--- config.mk ---
export PLATFORM = sky130hd
export DESIGN_NAME = eq_band_scheduler
export DESIGN_NICKNAME = d
export VERILOG_FILES = /design/src/rtl/eq_band_scheduler.sv
export SDC_FILE = /design/constraint.sdc
export NUM_CORES = 1
export LEC_CHECK = 0
export CAP_MARGIN = 20
export CORE_AREA = 2 2 79 156
export CTS_BUF_LIST = sky130_fd_sc_hd__clkbuf_4
export DETAILED_ROUTE_END_ITERATION = 10
export DIE_AREA = 0 0 81 158
export RECOVER_POWER = 100
export SKIP_CTS_REPAIR_TIMING = 1
export SLEW_MARGIN = 20
export SYNTH_ARGS = -nofsm -noshare
export SYNTH_HDL_FRONTEND = slang
export SYNTH_SLANG_ARGS = --single-unit
--- constraint.sdc ---
create_clock -name clock -period 6.5 [get_ports clock]
set_clock_uncertainty 0.15 [all_clocks]
set_input_delay 0.975 -clock clock [delete_from_list [all_inputs] [get_ports clock]]
set_output_delay 0.975 -clock clock [all_outputs]
set_load 0.02 [all_outputs]
--- src/rtl/eq_band_scheduler.sv ---
// eq_band_scheduler
// Time-shares one 31-tap FIR engine across up to four coefficient sets
// (lpf, hpf, bpf1, bpf2). Each enabled band's result is gain-weighted and
// summed into a saturated 8-bit output, which makes a 4-band equalizer.
//
// Ports:
//   clock, reset        system clock, synchronous active-high reset
//   ready, audio_in     new-sample strobe and signed 8-bit sample
//   band_en             band enable mask (bit0 lpf .. bit3 bpf2)
//   band_gain           four 3-bit unsigned gains, band0 in [2:0]
//   fir_ready/sel/x     start pulse, coefficient select, latched sample to FIR
//   fir_done, fir_y     FIR result strobe and signed 18-bit result
//   audio_out, done     equalized sample and its one-cycle update pulse
//   busy                high whenever the sequencer is not idle
//   overrun             sticky: sample arrived while busy and was dropped
//   timeout_err         sticky: a band was abandoned for lack of fir_done
module eq_band_scheduler #(
    parameter int unsigned TIMEOUT    = 255,
    parameter int unsigned GAIN_SHIFT = 2
) (
    input  logic        clock,
    input  logic        reset,
    input  logic        ready,
    input  logic [7:0]  audio_in,
    input  logic [3:0]  band_en,
    input  logic [11:0] band_gain,
    output logic        fir_ready,
    output logic [1:0]  fir_sel,
    output logic [7:0]  fir_x,
    input  logic        fir_done,
    input  logic [17:0] fir_y,
    output logic [7:0]  audio_out,
    output logic        done,
    output logic        busy,
    output logic        overrun,
    output logic        timeout_err
);

    localparam int unsigned ACC_W   = 14;
    localparam int unsigned PROD_W  = 12;
    localparam int unsigned TIMER_W = $clog2(TIMEOUT + 1);
    localparam logic [TIMER_W-1:0] TIMER_LAST = TIMER_W'(TIMEOUT - 1);

    typedef enum logic [1:0] {
        IDLE   = 2'd0,
        ISSUE  = 2'd1,
        WAIT   = 2'd2,
        FINISH = 2'd3
    } state_t;

    state_t state, nxt_state;

    logic [3:0]               mask, mask_d;
    logic [11:0]              gains, gains_d;
    logic signed [ACC_W-1:0]  acc, acc_d;
    logic [TIMER_W-1:0]       timer, timer_d;
    logic [1:0]               sel_d;
    logic [7:0]               fir_x_d, audio_out_d;
    logic                     fir_ready_d, done_d, busy_d;
    logic                     overrun_d, timeout_err_d;

    logic [2:0]               cur_gain;
    logic signed [PROD_W-1:0] y_ext, g_ext, prod, contrib;
    logic [3:0]               higher;
    logic                     timed_out;

    // Low bits of the FIR result are below the output resolution.
    logic unused_low_bits;
    assign unused_low_bits = ^fir_y[9:0];

    // Index of the lowest set bit (0 when none set).
    function automatic logic [1:0] lowest_bit(input logic [3:0] m);
        lowest_bit = 2'd0;
        for (int i = 3; i >= 0; i--) begin
            if (m[i]) lowest_bit = 2'(i);
        end
    endfunction

    // Gain for the band currently in flight.
    always_comb begin
        cur_gain = gains[2:0];
        case (fir_sel)
            2'd0: cur_gain = gains[2:0];
            2'd1: cur_gain = gains[5:3];
            2'd2: cur_gain = gains[8:6];
            2'd3: cur_gain = gains[11:9];
            default: cur_gain = gains[2:0];
        endcase
    end

    // Band contribution: upper result byte times gain, then arithmetic shift.
    always_comb begin
        y_ext   = PROD_W'($signed(fir_y[17:10]));
        g_ext   = PROD_W'($signed({1'b0, cur_gain}));
        prod    = y_ext * g_ext;
        contrib = prod >>> GAIN_SHIFT;
    end

    // Enabled bands strictly above the current one.
    assign higher    = mask & 4'(4'hE << fir_sel);
    assign timed_out = (timer == TIMER_LAST);

    // Next-state and next-register values.
    always_comb begin
        nxt_state     = state;
        mask_d        = mask;
        gains_d       = gains;
        acc_d         = acc;
        timer_d       = timer;
        sel_d         = fir_sel;
        fir_x_d       = fir_x;
        audio_out_d   = audio_out;
        overrun_d     = overrun;
        timeout_err_d = timeout_err;

        case (state)
            IDLE: begin
                if (ready) begin
                    fir_x_d = audio_in;
                    mask_d  = band_en;
                    gains_d = band_gain;
                    acc_d   = '0;
                    if (band_en != 4'd0) begin
                        sel_d     = lowest_bit(band_en);
                        nxt_state = ISSUE;
                    end else begin
                        nxt_state = FINISH;
                    end
                end
            end
            ISSUE: begin
                timer_d   = '0;
                nxt_state = WAIT;
            end
            WAIT: begin
                timer_d = TIMER_W'(timer + 1'b1);
                if (fir_done) begin
                    acc_d = acc + ACC_W'(contrib);
                end
                if (fir_done || timed_out) begin
                    // fir_done on the last timer cycle still counts as a result.
                    if (!fir_done) timeout_err_d = 1'b1;
                    if (higher != 4'd0) begin
                        sel_d     = lowest_bit(higher);
                        nxt_state = ISSUE;
                    end else begin
                        nxt_state = FINISH;
                    end
                end
            end
            FINISH: begin
                if (acc > ACC_W'(127)) begin
                    audio_out_d = 8'sd127;
                end else if (acc < -ACC_W'(128)) begin
                    audio_out_d = 8'h80;
                end else begin
                    audio_out_d = acc[7:0];
                end
                nxt_state = IDLE;
            end
            default: nxt_state = IDLE;
        endcase

        // Samples arriving mid-sequence are dropped.
        if (ready && (state != IDLE)) overrun_d = 1'b1;

        fir_ready_d = (nxt_state == ISSUE);
        busy_d      = (nxt_state != IDLE);
        done_d      = (state == FINISH);
    end

    // State and output registers.
    always_ff @(posedge clock) begin
        if (reset) begin
            state       <= IDLE;
            mask        <= '0;
            gains       <= '0;
            acc         <= '0;
            timer       <= '0;
            fir_sel     <= '0;
            fir_x       <= '0;
            fir_ready   <= 1'b0;
            audio_out   <= '0;
            done        <= 1'b0;
            busy        <= 1'b0;
            overrun     <= 1'b0;
            timeout_err <= 1'b0;
        end else begin
            state       <= nxt_state;
            mask        <= mask_d;
            gains       <= gains_d;
            acc         <= acc_d;
            timer       <= timer_d;
            fir_sel     <= sel_d;
            fir_x       <= fir_x_d;
            fir_ready   <= fir_ready_d;
            audio_out   <= audio_out_d;
            done        <= done_d;
            busy        <= busy_d;
            overrun     <= overrun_d;
            timeout_err <= timeout_err_d;
        end
    end

endmodule

== After elaboration in Yosys (flattened, before gate mapping) ==
Cells that the tools add are included.
Word-level totals
  bits in registers: 63
  latch bits: 0
  memory bits (writable): 0
  memory bits (read-only): 0
  input bits: 46
  output and inout port bits: 23
  logic and storage cells: 73
  memories kept: 0
Operators by class
  $add $sub $neg: 2
  multiply operators: 1
  div/mod/pow operators: 0
  $lt $le $gt $ge: 2
  equality and inequality tests: 13
  shift operators: 1
  mux-type cells: 25
  bitwise logic cells: 2
  reduce and logical (&&, ||, !) cells: 14
Operators with widths (number)
  $mux W2: 16
  $mux W14: 2
  $pmux W14 S2: 1
  $mux W8: 2
  $pmux W8 S2: 1
  $add A14 B10 Y14: 1
  $gt A14 B8 Y1 const B: 1
  $lt A14 B8 Y1 const B: 1
  $mul A8 B4 Y12: 1
  $pmux W3 S4: 1
  $ne A2 B2 Y1 const B: 5
  $add A8 B1 Y8 const B: 1
  $eq A2 B2 Y1 const B: 4
  $eq A8 B8 Y1 const B: 1
  $pmux W2 S4: 1
  $reduce_bool A2 Y1: 4
  $reduce_bool A4 Y1: 2
  $eq A2 B1 Y1 const B: 3
  $reduce_and A3 Y1: 2
  $reduce_and A5 Y1: 1
  $and A4 B4 Y4: 1
  $logic_not A2 Y1: 2
  $pmux W2 S2: 1
  $shl A4 B2 Y4 const A: 1
  4 further kinds: 4

== Longest topological paths before layout ==
  depth in word-level cells: 9
  depth in mapped cells: 23
  mapped depth without buffers: 22

== Worst setup path after synthesis ==
OpenSTA, ideal clock, no wires.
  kind: register to register
  start: register fir_sel[0]
  end: register acc[13]
  library setup time: 0.067 ns
  arrival time: 5.211 ns
  data required time: 6.283 ns
  path slack: 1.072 ns
  cell stages (with the launch flop): 22
  path buffers: 1
  period minus slack after synthesis: 5.428 ns
  cell sequence: dfxtp_1 -> clkbuf_1 -> mux4_2 -> and2_1 -> ha_1 -> fa_1 -> ha_1 -> a211oi_2 -> o21bai_1 -> a21oi_2 -> o21bai_1 -> a21oi_2 -> xor2_1 -> ha_1 -> o21a_1 -> o21ai_0 -> nand2b_1 -> a21oi_1 -> a21oi_1 -> xnor3_1 -> mux2_4 -> a21oi_2
On the way
  longest elaborated chain between the ends: 6
  elaborated cells between the ends (all ways): 9
  classes of those cells: add/sub (1); mul (1); eq/ne (3); mux (3); reduce/logical (1)
RTL lines
  start, declared: line 28  | output logic [1:0] fir_sel,
  start signal, assigned: line 194  | fir_sel <= sel_d;
  $eq A2 B2 Y1 (tied with other cells): line 82  | case (fir_sel)
  $pmux W3 S4 (*): line 82
  $mul A8 B4 Y12 (*): line 95  | prod = y_ext * g_ext;
  $add A14 B10 Y14 (*): line 138  | acc_d = acc + ACC_W'(contrib);
  $mux W14 (*): line 137  | if (fir_done) begin
  $pmux W14 S2 (*): line 116  | case (state)
  end signal, assigned: line 178  | acc <= '0;
  end signal, assigned: line 192  | acc <= acc_d;
  end, declared: line 55  | logic signed [ACC_W-1:0] acc, acc_d;
Mark *: on every way between the ends. The rest lies on a longest branch, timed or not. The select of a mux whose other input is x is not followed.
A chain may end at the register's enable or synchronous reset.

== Final worst setup path ==
Ends and elaborated chain as after synthesis.

==> impl_results.md <==
* Status: complete, but fails checks
* Final hold viol count at 0
* CTS H-tree depth at 3
* Drt total wl at 9590 um
* Worst-Margin Slew at 2.61 ns
* Sequential-to-total area share from yosys stat at 0.311
* Syn Nets at 591
* Initial antenna violation count at 1
* Max Slew Vio Count at 61
* Routability cong. at 0.829
* Number of global-route vias before repair at 3597
* Worst Path Required at 6.69 ns
* Final #Nets at 643
* Slowest-stage cell, CP: mux4_2
* TritonCTS Buffers at 9
* CTS Sinks at 62
* Global-route wire length before repair at 15900 um
* Die width at 81 um
* Crit Reg-Reg Startpoint: fir_sel[0]
* Io pins at 69
* # DRC at 0
* Most frequent cells in the layout: nand2_1, a21oi_1, dfxtp_1
* Placed insts at 683
* Worst VDD drop at 0.263 mV
* Total negative slack at 0 ns
* Worst EP arrival at 6.01 ns
* Die height at 158 um
* Slew headroom at -0.742
* Clock tree buffer depth at 2
* WHS Path Cells at 2
* Fin cells at 698
* FFs w/ async S/R, synth at 0
* Pwr/cell area at 322 nW/um^2
* Grt total ovfl at 0
* Hold EP: timeout_err
* Wire per inst at 13.7 um
* Hold Path Origin: timeout_err
* Post-synth EDFFs at 0
* Minimum clock period at 5.82 ns
* Worst Hold Class: reg2reg
* Routed Antenna Nets at 0
* Synth Cell Area at 3990 sq um
* Crit-path cells: mux4_2, and2_0, ha_1, fa_1, ha_1, a211oi_2, o21bai_1, a21oi_2, o21bai_1, a21oi_1, xor2_1, ha_1, o21a_1, o21ai_0, nand2b_1, a21oi_1, a21oi_1, xnor3_1, mux2_4, a21oi_2
* Unrepaired setup endpoints after global routing: false
* P_leak at 0.00210 uW
* R2R setup slack at 0.68 ns
* Clock Pin Slew Worst Setup and Hold Paths at 0.12 ns
* Dpl cell area at 4680 sq um
* Drt first pass iters at 4
* Average cell area after synthesis at 8.03 sq um
* DR vias/cell at 5.07
* Final setup fails at 0
* Share of layout cells above drive strength 1 at 0.0399
* Initial Util at 0.343
* Commonest non-fill, non-tap cell in the layout: nand2_1
* CTS tree: done
* P&R area growth vs syn at 20.9%
* Crit path buffers/inverters at 0
* DP Wirelength at 7460 um
* Yosys warns at 0
* Post-layout util at 0.415
* Netlist cell types at 47
* Primary FF master, synth: dfxtp_1
* Max FO, Critical Path at 8
* Crit Path Class: reg2reg
* Delay-heaviest family, CP: compound AO/OA/AOI/OAI gates
* Finished Cell Area at 4820 sq um
* Worst-Skew Late Latency at 0.42 ns
* Final worst path period share at 0.896
* Dominant cell type by area after synthesis: dfxtp_1
* # rows at 56
* Drt initial violations at 90
* Fmax at 0.172 GHz
* Largest net degree at the start of global routing at 61
* IO buf count at 58
* Critical Path Max Stage Delay at 0.64 ns
* FF-to-FF End: acc[13]
* R2R depth at 20
* Core area at 11600 sq um
* Failing checks: max-capacitance violations, max-slew violations
* Crit. End Element: flop
* #FFs+latches synth at 62
* Die area at 12800 sq um
* Post-synth top area share at 0.311
* Mapped Cells at 497
* CTS root buffer: clkbuf_4
* Worst setup SP type: flop
* Synth top area cells: dfxtp_1, ha_1, a21oi_1, nand2_1, fa_1
* Max Cap Viol at 1
* Via Count at 3542
* Gr usage total at 0.159
==> cells in the mapped netlist (4+ instances only) <==
| cell type | instances |
|---|---|
| nor4_1 | 6 |
| nand3_1 | 10 |
| clkbuf_1 | 15 |
| nand2_1 | 73 |
| xor2_1 | 12 |
| or3_1 | 6 |
| nand4_1 | 5 |
| a21o_1 | 6 |
| dfxtp_1 | 62 |
| nor3_1 | 4 |
| fa_1 | 9 |
| ha_1 | 39 |
| nor2_1 | 34 |
| xnor2_1 | 9 |
| a21oi_1 | 63 |
| o21bai_1 | 6 |
| nand3b_1 | 4 |
| o21ai_0 | 18 |
| and2_1 | 19 |
| a22oi_1 | 5 |
| nand2b_1 | 10 |
| inv_1 | 45 |
==> how the worst max path moves through the flow <==
| stage | start | end | slack [ns] | cells after the start |
|---|---|---|---|---|
| CTS | fir_sel[0] | acc[13] | 0.69 | 20 |
| global route | fir_sel[0] | acc[13] | 0.27 | 17 |
| floorplan | fir_sel[0] | acc[13] | 1.07 | 21 |
| finish | fir_sel[0] | acc[13] | 0.68 | 20 |
| global placement | fir_y[12] | acc[13] | 0.58 | 19 |
| detailed placement | fir_y[12] | acc[13] | 0.50 | 20 |
==> state kept, by name (all words and copies together), names as in the netlist <==
name         flops
acc             14
gains           12
audio_out        8
fir_x            8
timer            8
mask             3
fir_sel          2
state            2
busy             1
done             1
fir_ready        1
overrun          1
timeout_err      1
==> per-layer routing <==
layer / vias to the layer above / wire, um / track usage
met1: 1673 / 3530 / 0.161
met4: 0 / 204 / 0.0743
met2: 61 / 5490 / 0.297
met3: 16 / 370 / 0.0348
met5: - / 0 / 0
li1: 1792 / - / -
==> power breakdown <==
group	internal, uW	leakage (uW)	switching, uW
Combinational	308	0.00152	471
Sequential	437	0.000504	46.6
Clock	150	0.0000753	142
==> cell type report <==
class,count,area [sq um]
sequential,62,1240
clock buffer,9,67.6
clock inverter,5,76.3
inverter,45,169
tap,145,181
antenna,1,2.50
timing repair buffer,58,574
fill,1238,6810
multi-input combinational,373,2510
==> cell families after synthesis <==
group	after synthesis	synth area share
adders and majority gates	48	0.167
AOI/OAI and AO/OA	118	0.175
muxes	5	0.0232
DFF	62	0.311
buffers and inverters	62	0.0583
xor gates and xnor gates	22	0.0517
and+or+nand+nor	180	0.213
==> worst register-to-register path, stage by stage, from the launching register on <==
cell and delay, ns:
dfxtp_1 0.56, mux4_2 0.64, and2_0 0.20, ha_1 0.32
fa_1 0.55, ha_1 0.35, a211oi_2 0.19, o21bai_1 0.12
a21oi_2 0.22, o21bai_1 0.11, a21oi_1 0.30, xor2_1 0.40
ha_1 0.35, o21a_1 0.19, o21ai_0 0.15, nand2b_1 0.08
a21oi_1 0.14, a21oi_1 0.06, xnor3_1 0.25, mux2_4 0.31
a21oi_2 0.12
==> through the flow <==
stage                     hold slack [ns]  total power (uW)  setup slack (ns)
after detailed placement            0.297              1290             0.499
after CTS                           0.312              1590             0.693
after global routing                0.332              1680             0.271
after global placement              0.286              1270             0.582
after floorplan                     0.282              1060              1.07
final                               0.306              1560             0.677
Power figures use the tool's default switching activity.
